`config.mk`:
```
export PLATFORM = sky130hd
export DESIGN_NAME = alu_arbiter
export DESIGN_NICKNAME = d
export VERILOG_FILES = /design/src/rtl/alu_arbiter.sv
export SDC_FILE = /design/constraint.sdc
export NUM_CORES = 1
export LEC_CHECK = 0
export ABC_AREA = 1
export CAP_MARGIN = 20
export CORE_ASPECT_RATIO = 0.75
export CORE_MARGIN = 8
export CORE_UTILIZATION = 41
export CTS_CLUSTER_SIZE = 20
export DETAILED_ROUTE_END_ITERATION = 12
export GPL_TIMING_DRIVEN = 0
export MAX_ROUTING_LAYER = met4
export PLACE_DENSITY = 0.9
export SYNTH_ARGS = -nofsm -noshare
export SYNTH_HDL_FRONTEND = slang
export SYNTH_SLANG_ARGS = --single-unit
```
`constraint.sdc`:
```
create_clock -name clock -period 3.5 [get_ports clock]
set_input_delay 0.525 -clock clock [delete_from_list [all_inputs] [get_ports clock]]
set_output_delay 0.525 -clock clock [all_outputs]
set_load 0.01 [all_outputs]
```
`src/rtl/alu_arbiter.sv`:
```
// alu_arbiter
//   Two-requester front end for a shared combinational ALU. One operation is
//   in flight at a time: IDLE grants and latches operands, EXEC holds them on
//   the ALU for ALU_LAT cycles, RESP presents the captured result until the
//   consumer takes it. Ties go to the requester not served last.
// Ports
//   clock, reset                 : clock, synchronous active-high reset
//   reqN_valid/ready             : per-requester handshake (ready is combinational)
//   reqN_instr/a/b               : per-requester instruction and operands
//   alu_instruction/regA/regB    : operand registers driven to the ALU
//   alu_result, alu_flags        : ALU outputs, sampled at the end of EXEC
//   resp_valid/ready             : response handshake
//   resp_id/result/flags         : response contents
//   busy                         : high whenever not IDLE
module alu_arbiter #(
    parameter int unsigned ALU_LAT = 1
) (
    input  logic        clock,
    input  logic        reset,
    input  logic        req0_valid,
    output logic        req0_ready,
    input  logic [31:0] req0_instr,
    input  logic [31:0] req0_a,
    input  logic [31:0] req0_b,
    input  logic        req1_valid,
    output logic        req1_ready,
    input  logic [31:0] req1_instr,
    input  logic [31:0] req1_a,
    input  logic [31:0] req1_b,
    output logic [31:0] alu_instruction,
    output logic [31:0] alu_regA,
    output logic [31:0] alu_regB,
    input  logic [31:0] alu_result,
    input  logic [2:0]  alu_flags,
    output logic        resp_valid,
    input  logic        resp_ready,
    output logic        resp_id,
    output logic [31:0] resp_result,
    output logic [2:0]  resp_flags,
    output logic        busy
);

    typedef enum logic [1:0] {
        IDLE = 2'b00,
        EXEC = 2'b01,
        RESP = 2'b10
    } state_t;

    localparam logic [3:0] LAT_LOAD = 4'(ALU_LAT);

    state_t      state_q, state_d;
    logic [31:0] instr_q, instr_d;
    logic [31:0] a_q, a_d;
    logic [31:0] b_q, b_d;
    logic        id_q, id_d;
    logic [3:0]  cnt_q, cnt_d;
    logic        last_grant_q, last_grant_d;
    logic [31:0] result_q, result_d;
    logic [2:0]  flags_q, flags_d;
    logic        grant1;

    // Requester 1 wins when it is the only one asking, or on a tie when
    // requester 0 was the one served last.
    assign grant1 = req1_valid && (!req0_valid || !last_grant_q);

    always_comb begin
        state_d      = state_q;
        instr_d      = instr_q;
        a_d          = a_q;
        b_d          = b_q;
        id_d         = id_q;
        cnt_d        = cnt_q;
        last_grant_d = last_grant_q;
        result_d     = result_q;
        flags_d      = flags_q;
        req0_ready   = 1'b0;
        req1_ready   = 1'b0;

        case (state_q)
            IDLE: begin
                if (!reset) begin
                    req0_ready = req0_valid && !grant1;
                    req1_ready = grant1;
                end
                if (req0_valid || req1_valid) begin
                    instr_d = grant1 ? req1_instr : req0_instr;
                    a_d     = grant1 ? req1_a     : req0_a;
                    b_d     = grant1 ? req1_b     : req0_b;
                    id_d    = grant1;
                    cnt_d   = LAT_LOAD;
                    state_d = EXEC;
                end
            end
            EXEC: begin
                // <= 1 also drains a zero count so EXEC can never stick.
                if (cnt_q <= 4'd1) begin
                    result_d = alu_result;
                    flags_d  = alu_flags;
                    cnt_d    = '0;
                    state_d  = RESP;
                end else begin
                    cnt_d = cnt_q - 4'd1;
                end
            end
            RESP: begin
                if (resp_ready) begin
                    last_grant_d = id_q;
                    state_d      = IDLE;
                end
            end
            default: state_d = IDLE;
        endcase
    end

    always_ff @(posedge clock) begin
        if (reset) begin
            state_q      <= IDLE;
            instr_q      <= '0;
            a_q          <= '0;
            b_q          <= '0;
            id_q         <= 1'b0;
            cnt_q        <= '0;
            last_grant_q <= 1'b1;
            result_q     <= '0;
            flags_q      <= '0;
        end else begin
            state_q      <= state_d;
            instr_q      <= instr_d;
            a_q          <= a_d;
            b_q          <= b_d;
            id_q         <= id_d;
            cnt_q        <= cnt_d;
            last_grant_q <= last_grant_d;
            result_q     <= result_d;
            flags_q      <= flags_d;
        end
    end

    assign alu_instruction = instr_q;
    assign alu_regA        = a_q;
    assign alu_regB        = b_q;
    assign resp_valid      = (state_q == RESP);
    assign resp_id         = id_q;
    assign resp_result     = result_q;
    assign resp_flags      = flags_q;
    assign busy            = (state_q != IDLE);

endmodule

```
==> impl_metrics.toml <==
[detailed_routing]
vias_per_cell = 4.851
drt_iter0_markers = 507
ant_nets = 0
vias = 7481
first_pass_iters = 5
wl_per_cell_um = 16.69
drc = 0
postRouteWirelength_um = 25740

[logic_synthesis]
ys.flop_type = "dfxtp_1"
syn_inst = 938
yosysMostFrequentCell = "nand2_1"
syn-cell-area_um2 = 6222
synth_cell_type_count = 20
synth_seq_cells = 139
synth_edf_count = 0
synth_nets = 1172
async_flop_share_pct = 0
ys_top_cells_by_area = "dfxtp_1 (45%), nand2_1 (17%), nand3_1 (8.1%)"
ys_warn_count = 0
synth_common_cells = "nand2_1 (277), dfxtp_1 (139), inv_1 (108)"
avgSynthCellArea_um2 = 6.633
yosysTopAreaCellShare_pct = 44.72
synth-seq-area-share_pct = 44.72
yosys.area.top_type = "dfxtp_1"

[clock_tree]
cts_resized = 0
htree_num_levels = 4
cts_buffers = 17
cts_hold_buffers = 0
cts_setup_buffers = 0
clk_pin_slew_ns = 0.06
clockBufferDepth = 2
clkLatencyLatePin_ns = 0.42
cts_root_buf = "clkbuf_16"
cts_tree = "yes"
cts_sinks = 139

[critical_path]
critPathTopFamily = "buffers and inverters"
timing.rr.start = "cnt_q[0]$_SDFFE_PP0P_"
end_kind = "output port"
critPathMaxFanout = 10
critPathMaxStageDelay_ns = 0.59
cp_slowest_cell = "clkdlybuf4s50_1"
crit_buf_inv = 5
timing.rr.end = "resp_result[24]$_SDFFE_PP0P_"
reg2reg_depth = 9
criticalPathCategory = "input pin to output port"
startpoint_type = "input pin"
cp.depth = 8
critPathArrivalTime_ns = 2.53
cp_cell_sequence = "clkdlybuf4s50_1 -> nand2_1 -> nand2_1 -> inv_1 -> buf_2 -> clkbuf_1 -> nor3_1 -> clkdlybuf4s50_1"
reg2reg_slack_ns = 1.78
crit_required_ns = 2.97

[grt]
grt_pass1_vias = 7439
overflow = 0
grt_pass1_wl_um = 38880
grt_start_max_net_pins = 17
grt_use_total_pct = 26.50
antenna_found_initial = 0

[power]
power_density_nw_per_um2 = 647.2
leakage_nw = 4.507
ir_worst_vdd_v = 0.0003602
finalPower_mw = 6.953

[sta]
fin_setup_tns_ns = 0
min_period_ns = 3.059
fin_skew_ns = 0.01173
fmaxAchievable_mhz = 326.9
hold_violations = 0
post-route-period-util_pct = 87.41
maxSlewViolCount = 0
worstMarginPinSlew_ns = 0.5070
setup_viol = 0
rsz0062_at_grt = "false"
slew_headroom_pct = 66.20

[outcome]
status = "completed"

[placement]
routabilityCongestion = 0.8978
dp_hpwl_um = 20210
place_area_um2 = 10150
port_buffers = 367
place_inst = 1510

[floorplanning]
die_w_um = 158.3
core_area_um2 = 15030
num_rows = 39
start_util_pct = 41.40
ios = 368
die_height_um = 122.7
die-area_um2 = 19410

[final_layout]
nNetsFinal = 1558
n_antenna_cell = 0
syn2layout_area_growth_pct = 72.67
fin_cells = 1542
finish.instance_area_um2 = 10740
drive_gt1_share_pct = 6.358

[worst_hold_path]
holdPathEnd = "resp_result[8]$_SDFFE_PP0P_"
hold_depth = 2
holdCritPathClass = "flip-flop to flip-flop"
hold_path.startpoint = "resp_result[8]$_SDFFE_PP0P_"

[job]
cap_violations = 0
where the power goes:
part           total, mW  switching [mW]  internal, mW  leakage, nW
Combinational       2.84            1.47          1.37         3.09
Clock               1.82           0.756          1.07        0.276
Sequential          2.29           0.257          2.04         1.14
Total               6.95            2.48          4.47         4.51
layout by cell type, fill, tap and decap left out:
master,instances
clkinvlp_4,4
dfxtp_1,139
nor2_4,3
nand3_2,1
o21ai_1,54
clkinv_4,3
nor2_1,102
inv_1,108
bufinv_16,2
clkbuf_1,10
a21oi_1,38
buf_1,6
inv_8,1
nand2_1,277
a31o_2,1
nand2_4,1
clkdlybuf4s50_1,367
inv_2,1
o21ai_0,44
nor3_1,3
inv_6,4
buf_4,8
nand3_1,101
ha_1,2
buf_2,39
clkbuf_16,17
o22ai_1,1
flip-flops by register name, summed over array words and instances (netlist names):
name and cells:
resp_id 1, alu_regA 32, alu_instruction 32, resp_flags 3, cnt_q 4, resp_result 32
last_grant_q 1, state_q 2, alu_regB 32
logic make-up after synthesis:
family | synth area share [%]
AO/OA/AOI/OAI | 11.18
buffers and inverters | 11.58
flip-flops | 44.72
adder cells (fa/ha/maj) | 0.4021
AND/OR/NAND/NOR | 32.11
per-layer routing:
metal | up-vias | part of all wire (%) | global-route usage [%]
li1 | 3695 | - | -
met1 | 3412 | 39 | 28.54
met2 | 326 | 49 | 44.87
met3 | 48 | 9.4 | 9.148
met4 | 0 | 2.5 | 9.401
met5 | - | 0 | -
per-stage QoR:
step	hold WS [ns]	utilization (%)	setup WS [ns]
2_1_floorplan	0.4285	-	1.660
3_3_place_gp	0.4476	67.55	0.4231
3_5_place_dp	0.4540	67.55	0.4387
4_1_cts	0.4652	71.49	0.4208
5_1_grt	0.4783	71.49	0.2913
6_report	0.4653	71.49	0.4407
worst max-delay path by stage:
| stage | slack (ns) | from | endpoint |
|---|---|---|---|
| floorplan | 1.66 | req0_valid | req0_ready |
| global placement | 0.42 | req0_valid | req0_ready |
| detailed placement | 0.44 | req0_valid | req0_ready |
| CTS | 0.42 | req0_valid | req0_ready |
| global route | 0.29 | req0_valid | req0_ready |
| finish | 0.44 | req0_valid | req0_ready |
worst register-to-register path: stages (launching register included):
cell and delay [ns]:
dfxtp_1 0.34, inv_1 0.09, ha_1 0.19, inv_1 0.05, nand2_1 0.10, nand2_1 0.11
nor2_4 0.24, buf_2 0.28, nand2_1 0.09, a21oi_1 0.15
final cells by class:
cell class                      instances  area (um2)
Buffer                                 62       311.5
Clock buffer                           18       429.2
Clock inverter                         14       162.7
Fill cell                            1160        4285
Inverter                              109       409.1
Multi-Input combinational cell        628        2719
Sequential cell                       139        2783
Tap cell                              205       256.5
Timing Repair Buffer                  367        3674
Note: power is estimated with default switching activity, not from simulation.
